## config.mk

```make
export PLATFORM = sky130hd
export DESIGN_NAME = rom_scan_ctrl_flat
export DESIGN_NICKNAME = d
export VERILOG_FILES = /design/src/rtl/rom_scan_ctrl_pkg.sv /design/src/rtl/rom_scan_ctrl_if.sv /design/src/rtl/rom_scan_fifo.sv /design/src/rtl/rom_scan_ctrl.sv /design/src/flat_wrapper.sv
export SDC_FILE = /design/constraint.sdc
export NUM_CORES = 1
export LEC_CHECK = 0
export ABC_AREA = 1
export BUFFER_PORTS_ARGS = -buffer_cell sky130_fd_sc_hd__buf_2
export CAP_MARGIN = 20
export CORE_AREA = 2 2 146 77
export CTS_CLUSTER_SIZE = 40
export DETAILED_ROUTE_END_ITERATION = 16
export DIE_AREA = 0 0 148 79
export PLACE_DENSITY = 0.5
export SYNTH_ARGS = -nofsm -noshare
export SYNTH_HDL_FRONTEND = slang
export SYNTH_SLANG_ARGS = --single-unit
```

## constraint.sdc

```tcl
create_clock -name clk -period 2.6 [get_ports clk]
set_input_delay 0.26 -clock clk [delete_from_list [all_inputs] [get_ports clk]]
set_output_delay 0.26 -clock clk [all_outputs]
set_load 0.05 [all_outputs]
```

## src/rtl/rom_scan_ctrl_pkg.sv

```systemverilog
// Shared types and constants for the ROM scan controller.
package rom_scan_ctrl_pkg;

   localparam int DEF_ADDR_W = 4;
   localparam int DEF_DATA_W = 16;
   localparam int FIFO_DEPTH = 2;

   typedef enum logic [1:0] {
      ST_IDLE  = 2'd0,
      ST_RUN   = 2'd1,
      ST_DRAIN = 2'd2,
      ST_DONE  = 2'd3
   } scan_state_t;

endpackage

```

## src/rtl/rom_scan_ctrl_if.sv

```systemverilog
// Command, ROM read port and output stream of the ROM scan controller.
interface rom_scan_ctrl_if
   import rom_scan_ctrl_pkg::*;
#(
   parameter int ADDR_W = DEF_ADDR_W,
   parameter int DATA_W = DEF_DATA_W
);
   logic              start;
   logic [ADDR_W-1:0] start_addr;
   logic [ADDR_W:0]   length;
   logic              rom_en;
   logic [ADDR_W-1:0] rom_addr;
   logic [DATA_W-1:0] rom_data;
   logic              out_valid;
   logic              out_ready;
   logic [DATA_W-1:0] out_data;
   logic [ADDR_W-1:0] out_addr;
   logic              busy;
   logic              done;

   modport slave (
      input  start, start_addr, length, rom_data, out_ready,
      output rom_en, rom_addr, out_valid, out_data, out_addr, busy, done
   );

   modport master (
      output start, start_addr, length, rom_data, out_ready,
      input  rom_en, rom_addr, out_valid, out_data, out_addr, busy, done
   );
endinterface

```

## src/rtl/rom_scan_fifo.sv

```systemverilog
// Small output FIFO holding ROM words together with the address they came from.
module rom_scan_fifo
   import rom_scan_ctrl_pkg::*;
#(
   parameter int ADDR_W = DEF_ADDR_W,
   parameter int DATA_W = DEF_DATA_W
) (
   input  logic                               clk,
   input  logic                               rst_n,
   input  logic                               push,
   input  logic [DATA_W-1:0]                  push_data,
   input  logic [ADDR_W-1:0]                  push_addr,
   input  logic                               pop,
   output logic                               valid,
   output logic [DATA_W-1:0]                  head_data,
   output logic [ADDR_W-1:0]                  head_addr,
   output logic [$clog2(FIFO_DEPTH+1)-1:0]    count
);
   localparam int PTR_W = (FIFO_DEPTH > 1) ? $clog2(FIFO_DEPTH) : 1;
   localparam int CNT_W = $clog2(FIFO_DEPTH + 1);
   localparam int ENT_W = ADDR_W + DATA_W;

   logic [FIFO_DEPTH-1:0][ENT_W-1:0] entries;
   logic [PTR_W-1:0]                 wr_ptr_reg;
   logic [PTR_W-1:0]                 rd_ptr_reg;
   logic [CNT_W-1:0]                 count_reg;
   logic                             do_pop;

   assign do_pop = pop && (count_reg != '0);

   genvar gi;
   generate
      for (gi = 0; gi < FIFO_DEPTH; gi++) begin : g_entry
         logic [ENT_W-1:0] entry_reg;
         always_ff @(posedge clk or negedge rst_n) begin
            if (!rst_n)
               entry_reg <= '0;
            else if (push && (wr_ptr_reg == PTR_W'(gi)))
               entry_reg <= {push_addr, push_data};
         end
         assign entries[gi] = entry_reg;
      end
   endgenerate

   // Pointers wrap by natural overflow, so the depth must stay a power of two.
   always_ff @(posedge clk or negedge rst_n) begin
      if (!rst_n) begin
         wr_ptr_reg <= '0;
         rd_ptr_reg <= '0;
         count_reg  <= '0;
      end else begin
         if (push)
            wr_ptr_reg <= wr_ptr_reg + PTR_W'(1);
         if (do_pop)
            rd_ptr_reg <= rd_ptr_reg + PTR_W'(1);
         case ({push, do_pop})
            2'b10:   count_reg <= count_reg + CNT_W'(1);
            2'b01:   count_reg <= count_reg - CNT_W'(1);
            default: count_reg <= count_reg;
         endcase
      end
   end

   assign valid                  = (count_reg != '0);
   assign count                  = count_reg;
   assign {head_addr, head_data} = entries[rd_ptr_reg];

endmodule

```

## src/rtl/rom_scan_ctrl.sv

```systemverilog
// Streams a contiguous (wrapping) range of a 1-cycle-latency ROM out through a ready/valid port.
module rom_scan_ctrl
   import rom_scan_ctrl_pkg::*;
#(
   parameter int ADDR_W = DEF_ADDR_W,
   parameter int DATA_W = DEF_DATA_W
) (
   input  logic           clk,
   input  logic           rst_n,
   rom_scan_ctrl_if.slave bus
);
   localparam int CNT_W = $clog2(FIFO_DEPTH + 1);

   scan_state_t       state_reg, state_next;
   logic [ADDR_W-1:0] addr_reg;
   logic [ADDR_W:0]   reads_left_reg;
   logic              in_flight_reg;
   logic [ADDR_W-1:0] in_flight_addr_reg;
   logic              fifo_valid;
   logic [DATA_W-1:0] fifo_data;
   logic [ADDR_W-1:0] fifo_addr;
   logic [CNT_W-1:0]  fifo_count;
   logic              pop;
   logic              issue;
   logic              credit_ok;
   logic [CNT_W:0]    occupancy;
   logic              rom_en_next;
   logic              busy_next;
   logic              done_next;

   assign pop = fifo_valid && bus.out_ready;

   // A word leaving this cycle frees its slot, so it counts as credit; this keeps the stream gap-free at out_ready=1.
   assign occupancy = {1'b0, fifo_count} + {{CNT_W{1'b0}}, in_flight_reg} - {{CNT_W{1'b0}}, pop};
   assign credit_ok = occupancy < (CNT_W + 1)'(FIFO_DEPTH);
   assign issue     = (state_reg == ST_RUN) && (reads_left_reg != '0) && credit_ok;

   always_ff @(posedge clk or negedge rst_n) begin
      if (!rst_n)
         state_reg <= ST_IDLE;
      else
         state_reg <= state_next;
   end

   always_comb begin
      state_next  = state_reg;
      rom_en_next = 1'b0;
      busy_next   = 1'b0;
      done_next   = 1'b0;
      case (state_reg)
         ST_IDLE: begin
            if (bus.start)
               state_next = (bus.length != '0) ? ST_RUN : ST_DONE;
         end
         ST_RUN: begin
            rom_en_next = issue;
            busy_next   = 1'b1;
            if (issue && (reads_left_reg == (ADDR_W + 1)'(1)))
               state_next = ST_DRAIN;
         end
         ST_DRAIN: begin
            busy_next = 1'b1;
            // Leave as the last buffered word is taken so done follows it by one cycle.
            if (!in_flight_reg && ((fifo_count == '0) || ((fifo_count == CNT_W'(1)) && pop)))
               state_next = ST_DONE;
         end
         ST_DONE: begin
            done_next  = 1'b1;
            state_next = ST_IDLE;
         end
         default: state_next = ST_IDLE;
      endcase
   end

   always_ff @(posedge clk or negedge rst_n) begin
      if (!rst_n) begin
         addr_reg           <= '0;
         reads_left_reg     <= '0;
         in_flight_reg      <= 1'b0;
         in_flight_addr_reg <= '0;
      end else begin
         in_flight_reg <= issue;
         if ((state_reg == ST_IDLE) && bus.start) begin
            addr_reg       <= bus.start_addr;
            reads_left_reg <= bus.length;
         end else if (issue) begin
            in_flight_addr_reg <= addr_reg;
            addr_reg           <= addr_reg + ADDR_W'(1);
            reads_left_reg     <= reads_left_reg - (ADDR_W + 1)'(1);
         end
      end
   end

   rom_scan_fifo #(
      .ADDR_W(ADDR_W),
      .DATA_W(DATA_W)
   ) u_fifo (
      .clk       (clk),
      .rst_n     (rst_n),
      .push      (in_flight_reg),
      .push_data (bus.rom_data),
      .push_addr (in_flight_addr_reg),
      .pop       (pop),
      .valid     (fifo_valid),
      .head_data (fifo_data),
      .head_addr (fifo_addr),
      .count     (fifo_count)
   );

   assign bus.rom_en    = rom_en_next;
   assign bus.rom_addr  = addr_reg;
   assign bus.out_valid = fifo_valid;
   assign bus.out_data  = fifo_data;
   assign bus.out_addr  = fifo_addr;
   assign bus.busy      = busy_next;
   assign bus.done      = done_next;

endmodule
```

## src/flat_wrapper.sv

```systemverilog
// flat-port wrapper written by rule: the top's interface ports become plain ports
module rom_scan_ctrl_flat import rom_scan_ctrl_pkg::*;
#(
   parameter int ADDR_W = DEF_ADDR_W,
   parameter int DATA_W = DEF_DATA_W
)
  (clk, rst_n, bus_start, bus_start_addr, bus_length, bus_rom_data, bus_out_ready, bus_rom_en, bus_rom_addr, bus_out_valid, bus_out_data, bus_out_addr, bus_busy, bus_done);
  rom_scan_ctrl_if #(.ADDR_W(ADDR_W), .DATA_W(DATA_W)) bus_i ();
  input  logic clk;
  input  logic rst_n;
  input wire logic [$bits(bus_i.start)-1:0] bus_start;
  input wire logic [$bits(bus_i.start_addr)-1:0] bus_start_addr;
  input wire logic [$bits(bus_i.length)-1:0] bus_length;
  input wire logic [$bits(bus_i.rom_data)-1:0] bus_rom_data;
  input wire logic [$bits(bus_i.out_ready)-1:0] bus_out_ready;
  output wire logic [$bits(bus_i.rom_en)-1:0] bus_rom_en;
  output wire logic [$bits(bus_i.rom_addr)-1:0] bus_rom_addr;
  output wire logic [$bits(bus_i.out_valid)-1:0] bus_out_valid;
  output wire logic [$bits(bus_i.out_data)-1:0] bus_out_data;
  output wire logic [$bits(bus_i.out_addr)-1:0] bus_out_addr;
  output wire logic [$bits(bus_i.busy)-1:0] bus_busy;
  output wire logic [$bits(bus_i.done)-1:0] bus_done;
  assign bus_i.start = bus_start;
  assign bus_i.start_addr = bus_start_addr;
  assign bus_i.length = bus_length;
  assign bus_i.rom_data = bus_rom_data;
  assign bus_i.out_ready = bus_out_ready;
  assign bus_rom_en = bus_i.rom_en;
  assign bus_rom_addr = bus_i.rom_addr;
  assign bus_out_valid = bus_i.out_valid;
  assign bus_out_data = bus_i.out_data;
  assign bus_out_addr = bus_i.out_addr;
  assign bus_busy = bus_i.busy;
  assign bus_done = bus_i.done;
  rom_scan_ctrl #(.ADDR_W(ADDR_W), .DATA_W(DATA_W)) u_core (.clk(clk), .rst_n(rst_n), .bus(bus_i));
endmodule
```

* Word-level counts from Yosys, hierarchy flattened
Index checks and enable logic that the tools add are counted.
** Word-level totals
- Bits in registers :: 60
- Input bits :: 29
- Word-level logic and storage cells :: 69
** Cells by class
- Add/sub/neg operators :: 8
- Magnitude comparators :: 2
- Equal/unequal tests :: 10
- Muxes and demuxes :: 15
- Bitwise operators :: 2
- Reduce and logical (&&, ||, !) cells :: 22
** Operators by type and width (number)
- $mux W20 :: 2
- $logic_and A1 B1 Y1 :: 10
- $mux W5 :: 2
- $reduce_bool A5 Y1 :: 2
- $mux W2 :: 4
- $mux W4 :: 2
- $pmux W2 S4 :: 1
- $eq A2 B1 Y1 const B :: 3
- $eq A2 B2 Y1 const B :: 3
- $reduce_bool A2 Y1 :: 3
- $eq A5 B1 Y1 const B :: 1
- $sub A5 B1 Y5 const B :: 1
- $add A4 B1 Y4 const B :: 1
- $logic_not A2 Y1 :: 2
- $ne A2 B2 Y1 const B :: 2
- $pmux W2 S2 :: 1
- $add A2 B1 Y3 :: 1
- $lt A3 B2 Y1 const B :: 1
- $mux W1 :: 3
- $reduce_and A3 Y1 :: 1
- $sub A3 B1 Y3 :: 1
- $add A1 B1 Y1 const B :: 2
- $add A2 B1 Y2 const B :: 1
- $lt A1 B2 Y1 const B :: 1
- 7 further kinds :: 8

* Logic depth before layout (Yosys ltp)
- Word-level depth :: 8
- Depth in mapped cells :: 17

* Modules after synthesis
Synthesis repeated with hierarchy kept, for this count alone.
** Unflattened totals
- Cells, all modules :: 379
- Area, all modules :: 3115.5 um^2
** By module, submodules not included
- rom_scan_fifo :: instances 1, cells each 241, area an instance 2024.4 um^2
- rom_scan_ctrl :: instances 1, cells each 138, area an instance 1091.0 um^2

* Least setup slack after synthesis
OpenSTA, ideal clock, no wires.
- Path type :: flip-flop to output port
- Start :: reg u_core.u_fifo.count_reg[1] (netlist: u_core.u_fifo.count[1])
- End :: out bus_rom_en
- Arrival :: 2.890 ns
- Setup slack :: -0.550 ns
- Cell stages (with the launch flop) :: 15
- Path buffers :: 0
- Path through :: dfrtp_1 > inv_1 > ha_1 > inv_1 > nand2_1 > inv_1 > ha_1 > or2_2 > fa_1 > nand2_1 > inv_1 > nand2_2 > nor2_4 > nand2_4 > inv_1
** On the way
- Cells in the longest elaborated chain, start to end :: 6
- Elaborated cells between the ends (all ways) :: 7
- Those cells by class :: 2 x add/sub; 1 x order compare; 1 x mux; 3 x reduce/logical
** RTL lines
- start, declared :: line rom_scan_fifo.sv:26 : logic [CNT_W-1:0] count_reg;
- start signal, assigned :: line rom_scan_fifo.sv:57 : 2'b10: count_reg <= count_reg + CNT_W'(1);
- start signal, assigned :: line rom_scan_fifo.sv:58 : 2'b01: count_reg <= count_reg - CNT_W'(1);
- start signal, assigned :: line rom_scan_fifo.sv:59 : default: count_reg <= count_reg;
- $reduce_bool A2 Y1 :: line rom_scan_fifo.sv:64 : assign valid = (count_reg != '0);
- net bus_out_valid :: line flat_wrapper.sv:18 : output wire logic [$bits(bus_i.out_valid)-1:0] bus_out_valid;
- $logic_and A1 B1 Y1 :: line rom_scan_ctrl.sv:31 : assign pop = fifo_valid && bus.out_ready;
- $sub A3 B1 Y3 :: line rom_scan_ctrl.sv:34 : assign occupancy = {1'b0, fifo_count} + {{CNT_W{1'b0}}, in_flight_reg} - {{CNT_W{1'b0}}, pop};
- $lt A3 B2 Y1 :: line rom_scan_ctrl.sv:35 : assign credit_ok = occupancy < (CNT_W + 1)'(FIFO_DEPTH);
- $logic_and A1 B1 Y1 :: line rom_scan_ctrl.sv:36 : assign issue = (state_reg == ST_RUN) && (reads_left_reg != '0) && credit_ok;
- $mux W1 :: line rom_scan_ctrl.sv:50 : case (state_reg)
- end, declared :: line flat_wrapper.sv:16 : output wire logic [$bits(bus_i.rom_en)-1:0] bus_rom_en;
The timed path passes the listed nets, and every way through them passes these cells.

* Worst setup path after layout
- Start :: reg u_core.u_fifo.count_reg[0] (netlist: u_core.u_fifo.count[0])
- End :: out bus_rom_en
** On the way
- Cells in the longest elaborated chain, start to end :: 6
- Elaborated cells between the ends (all ways) :: 7
- Those cells by class :: 2 x add/sub; 1 x order compare; 1 x mux; 3 x reduce/logical
** RTL lines (line)
- branches (longest 2 deep; another with $add A2 B1 Y3)
- $sub A3 B1 Y3 * :: rom_scan_ctrl.sv:34
- $lt A3 B2 Y1 * :: rom_scan_ctrl.sv:35
- $logic_and A1 B1 Y1 * :: rom_scan_ctrl.sv:36
- $mux W1 * :: rom_scan_ctrl.sv:50
Every way passes the cells marked *.

==> summary.md <==
| Metric | Value |
|---|---|
| Status | finished with violations |
| Failing checks | setup timing |
| Cells after Synth | 369 |
| Largest net degree at the start of global routing | 42 |
| HP Class | input pin to flop |
| # IOs | between 50 and 60 |
| Area after DPL | 3550 um^2 |
| # DRC | 0 |
| Hold slack | between 0.15 and 0.2 ns |
| Post-DP HPWL | 5.13 mm |
| Synth Cell Area | 3050 um^2 |
| ANT cells | 0 |
| Crit path DAT | 2.61 ns |
| Most frequent cells in the layout | nand2_1 (140), dfrtp_1 (60), buf_2 (55), inv_1 (32), o21ai_0 (27) |
| Vias in the first global route | between 2000 and 2500 |
| Fin. Hold Viols | 0 |
| Initial antenna violation count | 0 |
| Fillers | roughly 1100 |
| Kind of start point of the critical path | flop |
| Sequential area share after synthesis | 0.492 |
| Die height | 79 um |
| Routed wire length | 7.31 mm |
| Commonest non-fill, non-tap cell in the layout | nand2_1 |
| Core region area | between 10000 and 15000 um^2 |
| Starting Density | 0.289 |
| Worst R2R Path Depth | 19 |
| Global-route wire length before repair | 12.1 mm |
| RePlAce Congestion | 0.778 |
| WHS Endpoint | u_core.reads_left_reg[4] |
| FF-to-FF Start | u_core.u_fifo.count[0] |
| Layout cell share with drive strength beyond 1 | 0.327 |
| RSZ-0062 raised after global routing | yes |
| Setup TNS | -1.51 ns |
| CTS root buf | clkbuf_16 |
| CP Capture Type | output port |
| Final #Nets | 486 |
| Synth cell types | 22 |
| Reg-to-reg setup timing slack | -0.15 ns |
| CTS Buf Count | 9 |
| Kind of critical path | flop to output port |
| Routed len/inst | 12.3 um |
| Final max-slew violation count | 0 |
| Drt pass-1 iters | 4 |
| Clock sink total | 60 |
| Row count | 27 |
| Drt initial violations | 125 |
| Total of max-cap violations | 0 |
| Reg2Reg Capture Point | u_core.reads_left_reg[3] |
| CP required | between 2 and 2.5 ns |
| PnR worst setup slack | -0.266 ns |
| Synthesis warning total | 0 |
| Clk buf depth | 2 |
| Hold path startpoint | bus_length[4] |
| CP Max Fanout | 2 |
| H-Tree Depth | 3 |
| Net Count, Synth | 411 |
| Fmax | 0.349 GHz |
| Die Outline Area | about 12000 um^2 |
| Overflow after GRT | 0 |
| Clock latency on the worst-skew pair | 0.32 ns |
| Final core utilization | 0.387 |
| Die width | between 100 and 150 um |
| Syn avg cell area | 8.26 um^2 |
| CTS tree | done |
| Slew HR | 0.446 |
| Synthesis-to-layout area growth | 33.7% |
| Seq cells post-synth | 60 |
| Cells on Worst Hold Path | 3 |
| Fin crit period | about 2.9 ns |
| Worst slew pin tran | 0.832 ns |
| Number of port buffers | 56 |
| Antenna Nets Post-Route | 0 |
| Worst Skew | 0.00679 ns |
| Gr usage total | 0.135 |
| Final Cell Area | 4080 um^2 |
| Via count | 2500 |
| Clock Pin Slew Worst Setup and Hold Paths | 0.05 ns |
| Final Setup Violations | 14 |
| Vias per std cell | 4.21 |
| Period utilization | 1.10 |
| Max reg flops | 40 |
-- worst max-delay path: stages (launching register included) --
cell,delay (ns)
dfrtp_1,0.39
inv_2,0.09
ha_4,0.14
clkinvlp_4,0.08
nand2_2,0.08
inv_2,0.05
ha_4,0.21
or2_4,0.25
fa_1,0.48
nand2_1,0.05
inv_1,0.06
nand2_2,0.06
nor2_4,0.10
nand2_4,0.07
clkinvlp_4,0.07
buf_8,0.13
-- what timing repair did --
item                                    in CTS  in global routing
pin swaps                                    9                  5
gates resized for setup                     22                 19
endpoints found under the setup margin      16                 16
hold buffers                                 1                  0
gates cloned                                 0                  0
endpoints found under the hold margin       26                  0
buffers inserted                             5                  4
-- layer usage --
layer,track usage,wire length (um)
met5,0,0
met4,0.0286,38
met3,0.0500,448
met2,0.176,2890
met1,0.207,3940
-- area by class of cell --
cell class              instances  area [um^2]  share of cell area
multi-input cells             254         1420               0.347
clock buffers                  11          253              0.0620
well taps                     145          181              0.0445
inverters                      40          170              0.0417
flip-flops and latches         60         1500               0.368
repair buffers                 79          497               0.122
clock inverters                 5         58.8              0.0144
-- how the worst max path moves through the flow --
stage	start	end
finish	u_core.u_fifo.count[0]	bus_rom_en
global route	u_core.u_fifo.count[0]	bus_rom_en
CTS	u_core.u_fifo.count[0]	bus_rom_en
detailed placement	u_core.u_fifo.count[0]	u_core.reads_left_reg[0]
global placement	u_core.u_fifo.count[1]	bus_rom_en
floorplan	u_core.u_fifo.count[1]	bus_rom_en
-- logic make-up (layout without fill, tap and decap cells) --
logic type      Yosys count  in the layout  share of synthesized area
simple gates            179            179                      0.242
compound gates           54             54                      0.102
xor+xnor                  8              8                     0.0230
fa+ha+maj                13             13                     0.0558
flops                    60             60                      0.492
buf+inv                  55            135                     0.0849
-- metrics by stage --
| step | setup WS, ns | cells |
|---|---|---|
| after global routing | -0.385 | 594 |
| after global placement | -0.113 | 569 |
| final | -0.266 | 594 |
| after CTS | -0.271 | 591 |
| after floorplan | -0.318 | 369 |
| after detailed placement | -0.157 | 569 |
-- cells in the mapped netlist --
cell	number	area share
or2_2	3	0.0062
o21ai_1	14	0.023
xnor2_1	5	0.014
ha_1	12	0.049
nand2_2	1	0.0021
nor2_1	4	0.0049
fa_1	1	0.0066
xor2_1	3	0.0086
or2_1	1	0.0021
o21ai_0	29	0.048
dfrtp_1	60	0.49
a22oi_1	1	0.0025
nand3_1	8	0.013
nand2_1	156	0.19
nand2_4	2	0.0074
nor2_4	3	0.011
buf_6	7	0.026
inv_1	37	0.046
clkbuf_1	8	0.0098
nand3_2	1	0.0033
inv_2	3	0.0037
o21ai_2	10	0.029
Power is not shown: default switching activity piles up to over one toggle a cycle in this logic, so the estimate is an artifact.
